**src/rtl/iir_ctrl_pkg.sv**
```systemverilog
// Shared types and constants for the IIR filter stage controller:
// FSM encoding, coefficient select codes and power-up coefficient defaults.
package iir_ctrl_pkg;

  typedef enum logic [2:0] {
    ST_IDLE,
    ST_DISABLE,
    ST_LOAD,
    ST_CLEAR,
    ST_SETTLE,
    ST_RUN
  } state_t;

  localparam logic [1:0] CFG_SEL_B1 = 2'd0;
  localparam logic [1:0] CFG_SEL_B2 = 2'd1;
  localparam logic [1:0] CFG_SEL_A2 = 2'd2;

  // Default first-order low-pass; A1 is implicitly 2^A1_LOG2 inside the filter
  localparam int DEF_B1 = 128;
  localparam int DEF_B2 = 128;
  localparam int DEF_A2 = -65279;

  localparam int unsigned A1_LOG2 = 16;

endpackage

```
**src/rtl/iir_coef_bank.sv**
```systemverilog
// N_SETS x {B1, B2, A2} coefficient register file: one write port, one
// asynchronous read port. Bank 0 resets to the defaults, other banks to zero.
module iir_coef_bank
  import iir_ctrl_pkg::*;
#(
  parameter int unsigned N_SETS = 4,
  parameter int unsigned COEF_W = 32,
  localparam int unsigned SET_W = $clog2(N_SETS)
) (
  input  logic              clock,
  input  logic              reset,
  input  logic              we,
  input  logic [SET_W-1:0]  wr_set,
  input  logic [1:0]        wr_sel,
  input  logic [COEF_W-1:0] wr_data,
  input  logic [SET_W-1:0]  rd_set,
  output logic [COEF_W-1:0] rd_b1_c,
  output logic [COEF_W-1:0] rd_b2_c,
  output logic [COEF_W-1:0] rd_a2_c
);

  logic [COEF_W-1:0] b1_mem [N_SETS];
  logic [COEF_W-1:0] b2_mem [N_SETS];
  logic [COEF_W-1:0] a2_mem [N_SETS];

  logic wr_ok;
  assign wr_ok = we && (32'(wr_set) < N_SETS);

  always_ff @(posedge clock) begin
    if (!reset) begin
      for (int i = 0; i < int'(N_SETS); i++) begin
        b1_mem[i] <= (i == 0) ? COEF_W'(DEF_B1) : '0;
        b2_mem[i] <= (i == 0) ? COEF_W'(DEF_B2) : '0;
        a2_mem[i] <= (i == 0) ? COEF_W'(DEF_A2) : '0;
      end
    end else if (wr_ok) begin
      // Reserved select code is dropped silently
      case (wr_sel)
        CFG_SEL_B1: b1_mem[wr_set] <= wr_data;
        CFG_SEL_B2: b2_mem[wr_set] <= wr_data;
        CFG_SEL_A2: a2_mem[wr_set] <= wr_data;
        default: ;
      endcase
    end
  end

  assign rd_b1_c = b1_mem[rd_set];
  assign rd_b2_c = b2_mem[rd_set];
  assign rd_a2_c = a2_mem[rd_set];

endmodule

```
**src/rtl/iir_filter_ctrl.sv**
```systemverilog
// Bank-switch sequencer for one first-order IIR stage:
// disable -> hold coefs -> clear filter state -> discard settling samples -> run.
module iir_filter_ctrl
  import iir_ctrl_pkg::*;
#(
  parameter int unsigned N_SETS         = 4,
  parameter int unsigned COEF_W         = 32,
  parameter int unsigned HOLD_CYCLES    = 2,
  parameter int unsigned CLR_CYCLES     = 1,
  parameter int unsigned SETTLE_SAMPLES = 16,
  localparam int unsigned SET_W = $clog2(N_SETS)
) (
  input  logic              clock,
  input  logic              reset,
  input  logic              cfg_we,
  input  logic [SET_W-1:0]  cfg_set,
  input  logic [1:0]        cfg_sel,
  input  logic [COEF_W-1:0] cfg_data,
  input  logic              sel_req,
  input  logic [SET_W-1:0]  sel_set,
  input  logic              filt_out_valid,
  output logic              filt_enable,
  output logic              filt_reset_n,
  output logic [COEF_W-1:0] filt_B1,
  output logic [COEF_W-1:0] filt_B2,
  output logic [COEF_W-1:0] filt_A2,
  output logic              out_valid_gated,
  output logic [SET_W-1:0]  active_set,
  output logic              busy,
  output logic              done,
  output logic              err
);

  localparam int unsigned PH_MAX = (HOLD_CYCLES > CLR_CYCLES) ? HOLD_CYCLES : CLR_CYCLES;
  localparam int unsigned PCNT_W = $clog2(PH_MAX + 1);
  localparam int unsigned SCNT_W = (SETTLE_SAMPLES > 0) ? $clog2(SETTLE_SAMPLES + 1) : 1;

  state_t             state, state_nxt;
  logic [PCNT_W-1:0]  phase_cnt;
  logic [SCNT_W-1:0]  settle_cnt;
  logic               accept, reject;
  logic               enable_nxt, reset_n_nxt, busy_nxt, done_nxt;
  logic [COEF_W-1:0]  bank_b1, bank_b2, bank_a2;

  iir_coef_bank #(
    .N_SETS (N_SETS),
    .COEF_W (COEF_W)
  ) u_bank (
    .clock   (clock),
    .reset   (reset),
    .we      (cfg_we),
    .wr_set  (cfg_set),
    .wr_sel  (cfg_sel),
    .wr_data (cfg_data),
    .rd_set  (sel_set),
    .rd_b1_c (bank_b1),
    .rd_b2_c (bank_b2),
    .rd_a2_c (bank_a2)
  );

  // Next state and next registered outputs
  always_comb begin
    state_nxt   = state;
    accept      = 1'b0;
    reject      = 1'b0;
    if (sel_req) begin
      if ((state == ST_IDLE || state == ST_RUN) && (32'(sel_set) < N_SETS)) accept = 1'b1;
      else reject = 1'b1;
    end
    case (state)
      ST_IDLE, ST_RUN: if (accept) state_nxt = ST_DISABLE;
      ST_DISABLE:      state_nxt = ST_LOAD;
      ST_LOAD:   if (phase_cnt == PCNT_W'(HOLD_CYCLES - 1)) state_nxt = ST_CLEAR;
      ST_CLEAR:  if (phase_cnt == PCNT_W'(CLR_CYCLES - 1))
                   state_nxt = (SETTLE_SAMPLES == 0) ? ST_RUN : ST_SETTLE;
      ST_SETTLE: if (filt_out_valid && settle_cnt == SCNT_W'(SETTLE_SAMPLES - 1))
                   state_nxt = ST_RUN;
      default:   state_nxt = ST_IDLE;
    endcase
    enable_nxt  = (state_nxt == ST_SETTLE) || (state_nxt == ST_RUN);
    reset_n_nxt = (state_nxt != ST_IDLE) && (state_nxt != ST_CLEAR);
    busy_nxt    = (state_nxt != ST_IDLE) && (state_nxt != ST_RUN);
    done_nxt    = (state_nxt == ST_RUN) && (state != ST_RUN);
  end

  always_ff @(posedge clock) begin
    if (!reset) begin
      state        <= ST_IDLE;
      phase_cnt    <= '0;
      settle_cnt   <= '0;
      filt_enable  <= 1'b0;
      filt_reset_n <= 1'b0;
      busy         <= 1'b0;
      done         <= 1'b0;
      err          <= 1'b0;
      active_set   <= '0;
      filt_B1      <= COEF_W'(DEF_B1);
      filt_B2      <= COEF_W'(DEF_B2);
      filt_A2      <= COEF_W'(DEF_A2);
    end else begin
      state        <= state_nxt;
      filt_enable  <= enable_nxt;
      filt_reset_n <= reset_n_nxt;
      busy         <= busy_nxt;
      done         <= done_nxt;
      err          <= reject;
      if (state_nxt != state) phase_cnt <= '0;
      else if (state == ST_LOAD || state == ST_CLEAR) phase_cnt <= phase_cnt + 1'b1;
      // Counts valid samples only while settling; saturates at the target
      if (state != ST_SETTLE) settle_cnt <= '0;
      else if (filt_out_valid && settle_cnt < SCNT_W'(SETTLE_SAMPLES))
        settle_cnt <= settle_cnt + 1'b1;
      // Snapshot is the pre-write bank value when a write lands on the same edge
      if (accept) begin
        active_set <= sel_set;
        filt_B1    <= bank_b1;
        filt_B2    <= bank_b2;
        filt_A2    <= bank_a2;
      end
    end
  end

  assign out_valid_gated = filt_out_valid && (state == ST_RUN);

endmodule

```
**config.mk**
```make
export PLATFORM = sky130hd
export DESIGN_NAME = iir_filter_ctrl
export DESIGN_NICKNAME = d
export VERILOG_FILES = /design/src/rtl/iir_ctrl_pkg.sv /design/src/rtl/iir_coef_bank.sv /design/src/rtl/iir_filter_ctrl.sv
export SDC_FILE = /design/constraint.sdc
export NUM_CORES = 1
export LEC_CHECK = 0
export CAP_MARGIN = 20
export CORE_UTILIZATION = 55
export CTS_BUF_LIST = sky130_fd_sc_hd__clkbuf_4 sky130_fd_sc_hd__clkbuf_8 sky130_fd_sc_hd__clkbuf_16
export CTS_CLUSTER_DIAMETER = 30
export CTS_CLUSTER_SIZE = 28
export DETAILED_ROUTE_END_ITERATION = 10
export PLACE_DENSITY = 0.84
export SYNTH_ARGS = -nofsm -noshare
export SYNTH_HDL_FRONTEND = slang
export SYNTH_SLANG_ARGS = --single-unit
```
**constraint.sdc**
```tcl
create_clock -name clock -period 5.8 [get_ports clock]
set_input_delay 1.74 -clock clock [delete_from_list [all_inputs] [get_ports clock]]
set_output_delay 1.74 -clock clock [all_outputs]
set_load 0.01 [all_outputs]
```
After elaboration in Yosys (flattened, before gate mapping). Memories as Yosys holds them, arrays and structs flattened. A register that Yosys moved wholly into a read port is not among the register bits. Index checks and enable logic that the tools add are counted.

Input bits: 43. Register bits after elaboration: 17. Bits in writable memories: 384. Logic and storage cells: 85. Memories: 3.

Memory list: u_bank.a2_mem (depth 4, bits a word 32, read ports 1, clocked after memory_dff 1, wr ports 4, RTL line iir_coef_bank.sv:24) `logic [COEF_W-1:0] a2_mem [N_SETS];`; u_bank.b1_mem (depth 4, bits a word 32, read ports 1, clocked after memory_dff 1, wr ports 4, RTL line iir_coef_bank.sv:22) `logic [COEF_W-1:0] b1_mem [N_SETS];`; u_bank.b2_mem (depth 4, bits a word 32, read ports 1, clocked after memory_dff 1, wr ports 4, RTL line iir_coef_bank.sv:23) `logic [COEF_W-1:0] b2_mem [N_SETS];`.

$lt $le $gt $ge: 1. Mux-type cells: 30. Bitwise gates (word level): 1. Equality and inequality tests: 16. Reductions and logical operators: 23. Add/subtract/negate cells: 2.

Operator list (count): 32-bit 2-to-1 mux (3); 32-bit OR reduction (3); 1-bit 2-to-1 mux (19); 3-bit one-hot mux with 5 select lines (1); 3-bit equality test (second input constant) (4); 3-bit 2-to-1 mux (4); 3-bit inequality test (second input constant) (3); 3-bit by 2-bit equality test with 1-bit output (second input constant) (2); 1-bit logical AND (6); 2-bit 2-to-1 mux (3); 2-bit OR reduction (3); 5-bit by 1-bit adder with 5-bit output (second input constant) (1); 5-bit by 4-bit equality test with 1-bit output (second input constant) (1); 5-bit < comparator (second input constant) (1); 2-bit by 1-bit equality test with 1-bit output (second input constant) (2); 2-bit zero test (2); 3-bit by 1-bit equality test with 1-bit output (second input constant) (1); 1-bit zero test (3); 3-bit zero test (1); 1-bit logical OR (3); 3-bit by 2-bit inequality test with 1-bit output (second input constant) (1); 3-bit inequality test (1); 3-bit nonzero test (1); 2-bit by 1-bit adder with 2-bit output (second input constant) (1); 3 further kinds (3).

Depth between registers and ports, before layout.
Word-level depth: 8. Depth in mapped cells: 8. Gate-level depth less buffers: 7.

Modules after synthesis. Synthesis repeated with hierarchy kept, for this count alone.

Cells, all modules: 1534. Area, all modules: 20832.5 µm².

By module, submodules not included: iir_coef_bank (sequential area each 11531.1 µm², area an instance 16698.5 µm², cells an instance 1019, instances 1); iir_filter_ctrl (sequential area each 2262.2 µm², area an instance 4134.0 µm², cells an instance 515, instances 1).

Worst setup path before layout. Ideal clock, no wire load.

Kind: in2reg. From: input cfg_sel[1]. To: memory u_bank.b1_mem[1][0] (enable). Setup time: 0.466 ns. Stages: 3. Required time: 5.334 ns. Slack: 0.817 ns. Arrival: 4.517 ns. Buffers on the path: 1. Cells stage by stage: or2_2 clkbuf_1 o21ai_0.

RTL lines: start, declared (RTL line iir_filter_ctrl.sv:17) `input logic [1:0] cfg_sel,`; end, declared (RTL line iir_coef_bank.sv:22).

Worst setup path after layout.
From: input filt_out_valid. To: output out_valid_gated.

Longest elaborated chain between the ends: 1.

Ends and longest elaborated chain: start, declared (RTL line iir_filter_ctrl.sv:21) `input logic filt_out_valid,`; 1-bit logical AND (RTL line iir_filter_ctrl.sv:123) `assign out_valid_gated = filt_out_valid && (state == ST_RUN);`; end, declared (RTL line iir_filter_ctrl.sv:27) `output logic out_valid_gated,`.

No other way between the ends.

==> results_dict.tcl <==
set metrics [dict create \
    finalSetupTns_ns 0 \
    die-area_um2 38510 \
    syn_area_um2 20750 \
    intPower_mw 8.084 \
    seq_area_um2 13790 \
    post_cts_buffers 0 \
    nets 1699 \
    worst_slack_ns 1.105 \
    fin_crit_sh_pct 80.94 \
    combPwrFrac_pct 7.4 \
    p_clk_share_pct 52.4 \
    holdBufCountCts 0 \
    cts.clk_slew.worst_paths_ns 0.04 \
    ys_dominant_reg_cell "edfxtp_1" \
    grt_usage_pct 27.16 \
    final_cell_mix "edfxtp_1 (384), and2_1 (367), nand2_1 (200)" \
    slew_headroom_pct 29.40 \
    postSynthCellCount 1498 \
    critPathMaxFanout 4 \
    grt_pass1_wl_um 78310 \
    coreArea_um2 36870 \
    finalInstanceArea_um2 26000 \
    cp-start-kind "input port" \
    fin_skew_ns 0.01712 \
    io_pins 147 \
    root_buffer "clkbuf_16" \
    maxCapViolCount 0 \
    grt-ovfl-total 0 \
    syn_to_final_growth_pct 25.26 \
    rows 70 \
    hold_viol 0 \
    first_iter_violations 1390 \
    worstPathArrival_ns 2.95 \
    clock_latency_ns 0.60 \
    routed-via-count 12964 \
    clockBufferDepth 3 \
    crit_type "input port to output pin" \
    drive_above_1_share_pct 18.77 \
    async_flop_share_pct 0 \
    power_frac_seq_pct 40.2 \
    crit_path_end_kind "output pin" \
    synth-seq-area-share_pct 66.46 \
    ir_worst_vdd_v 0.0002780 \
    post-dp-hpwl_um 28790 \
    wl_per_cell_um 23.00 \
    final_common_cell "edfxtp_1" \
    hold_path_class "flip-flop to flip-flop" \
    multi_input_area_um2 6477 \
    antenna_found_initial 6 \
    finalSetupViolations 0 \
    holdPathStages 2 \
    p_sw_mw 2.284 \
    io_buffers 146 \
    cts_resized 0 \
    grt_max_degree 99 \
    n_fill_cell 2225 \
    cts_tree "done" \
    start_util_pct 56.28 \
    routed_via_density 5.803 \
    p_per_area_nw_per_um2 398.8 \
    die_h_um 196.3 \
    required_ns 4.06 \
    regToRegSetupSlack_ns 3.40 \
    placed_area_um2 22690 \
    gp_congestion 0.8266 \
    grt_pass1_vias 13718 \
    ys_ff_latch 497 \
    layoutNonFillerInstCount 2234 \
    status "finished, final reports clean" \
    period_minus_slack_ns 4.695 \
    drtAntennaViolNets 0 \
    cts_max_level 3 \
    slew_viol_final 0 \
    drc 0 \
    first_pass_iters 5 \
    dp.cells 2060 \
    cts.sink_count 497 \
    synth_cell_types 37 \
    fmax_mhz 213.0 \
    yosys_warnings 0 \
    synth_area_per_cell_um2 13.85 \
    worst_pin_slew_ns 1.059 \
    numCtsBuffers 89 \
    synth-edff-count 384 \
    rsz0062_at_grt "false" \
    switching_share_pct 22.03 \
    syn_nets 1545 \
    worstRegToRegCells 5 \
    place_ws_ns 1.102 \
    die_w_um 196.3 \
    p_leak_nw 9.377 \
    whs_ns 0.4522 \
    drt_wl_total_um 51390 \
]
[logic make-up after synthesis]
group	Yosys count	synth area share, %
buffers and inverters	132	2.616
AOI/OAI and AO/OA	105	2.677
DFF	497	66.46
xor gates and xnor gates	5	0.2110
muxes	97	10.47
adders and majority gates	4	0.2412
and+or+nand+nor	658	17.33
[cell usage after synthesis, drive strengths merged, types with 5 or more instances]
master	count	area, um2
a21oi	85	425.4
and2	367	2296
buf	37	186.4
clkbuf	90	337.8
dfxtp	113	2262
edfxtp	384	11530
inv	5	18.76
mux4	96	2162
nand2	201	757.0
nand2b	30	187.7
nand3	22	110.1
nor2	17	63.81
nor2b	5	31.28
o21ai	11	55.05
[final cells by class]
type,count,share of cell area [%]
multi-input combinational,869,24.92
clock buffer,118,10.18
sequential,497,53.06
clock inverter,47,2.185
antenna,4,0.03850
inverter,5,0.07220
tap,504,2.426
timing repair buffer,190,7.118
[worst max-delay path, cell delays in order]
cell	delay, ns
clkdlybuf4s50_1	0.51
and3_1	0.17
clkdlybuf4s50_1	0.53
[per-stage QoR]
step / total power, mW / util [%]
2_1_floorplan: 4.630 / -
3_5_place_dp: 4.967 / 61.54
5_1_grt: 10.64 / 70.49
3_3_place_gp: 4.936 / 61.52
6_report: 10.37 / 70.50
4_1_cts: 10.39 / 70.26
[layer usage]
| layer | share of wire, % | vias up | global-route usage (%) |
|---|---|---|---|
| li1 | - | 5638 | - |
| met1 | 38 | 6469 | 34.55 |
| met2 | 50 | 726 | 44.33 |
| met3 | 9.1 | 127 | 6.051 |
| met4 | 3.5 | 4 | 13.37 |
| met5 | 0.066 | - | 0 |
[power groups by stage]
stage	Clock [mW]	Sequential, mW	Combinational (mW)
floorplan	0	4.23	0.396
global placement	0	4.21	0.729
detailed placement	0	4.22	0.744
CTS	5.47	4.17	0.757
global route	5.64	4.18	0.817
finish	5.43	4.17	0.765
[flip-flops by register name, indices dropped and copies added (netlist names), 2 cells and up]
name and cells:
state 3, phase_cnt 2, filt_A2 32, filt_B1 32, u_bank.b1_mem 128, settle_cnt 5
filt_B2 32, u_bank.a2_mem 128, u_bank.b2_mem 128, active_set 2
[worst paths after layout]
| path | startpoint | endpoint |
|---|---|---|
| worst max register to register | state[0]$_SDFF_PN0_ | filt_B1[16]$_SDFFE_PN0P_ |
| worst min-delay path | filt_B1[28]$_SDFFE_PN0P_ | filt_B1[28]$_SDFFE_PN0P_ |
| worst min register to register | filt_B1[28]$_SDFFE_PN0P_ | filt_B1[28]$_SDFFE_PN0P_ |
| worst max-delay path | filt_out_valid | out_valid_gated |
No activity file was read; power rests on OpenSTA's default activity.
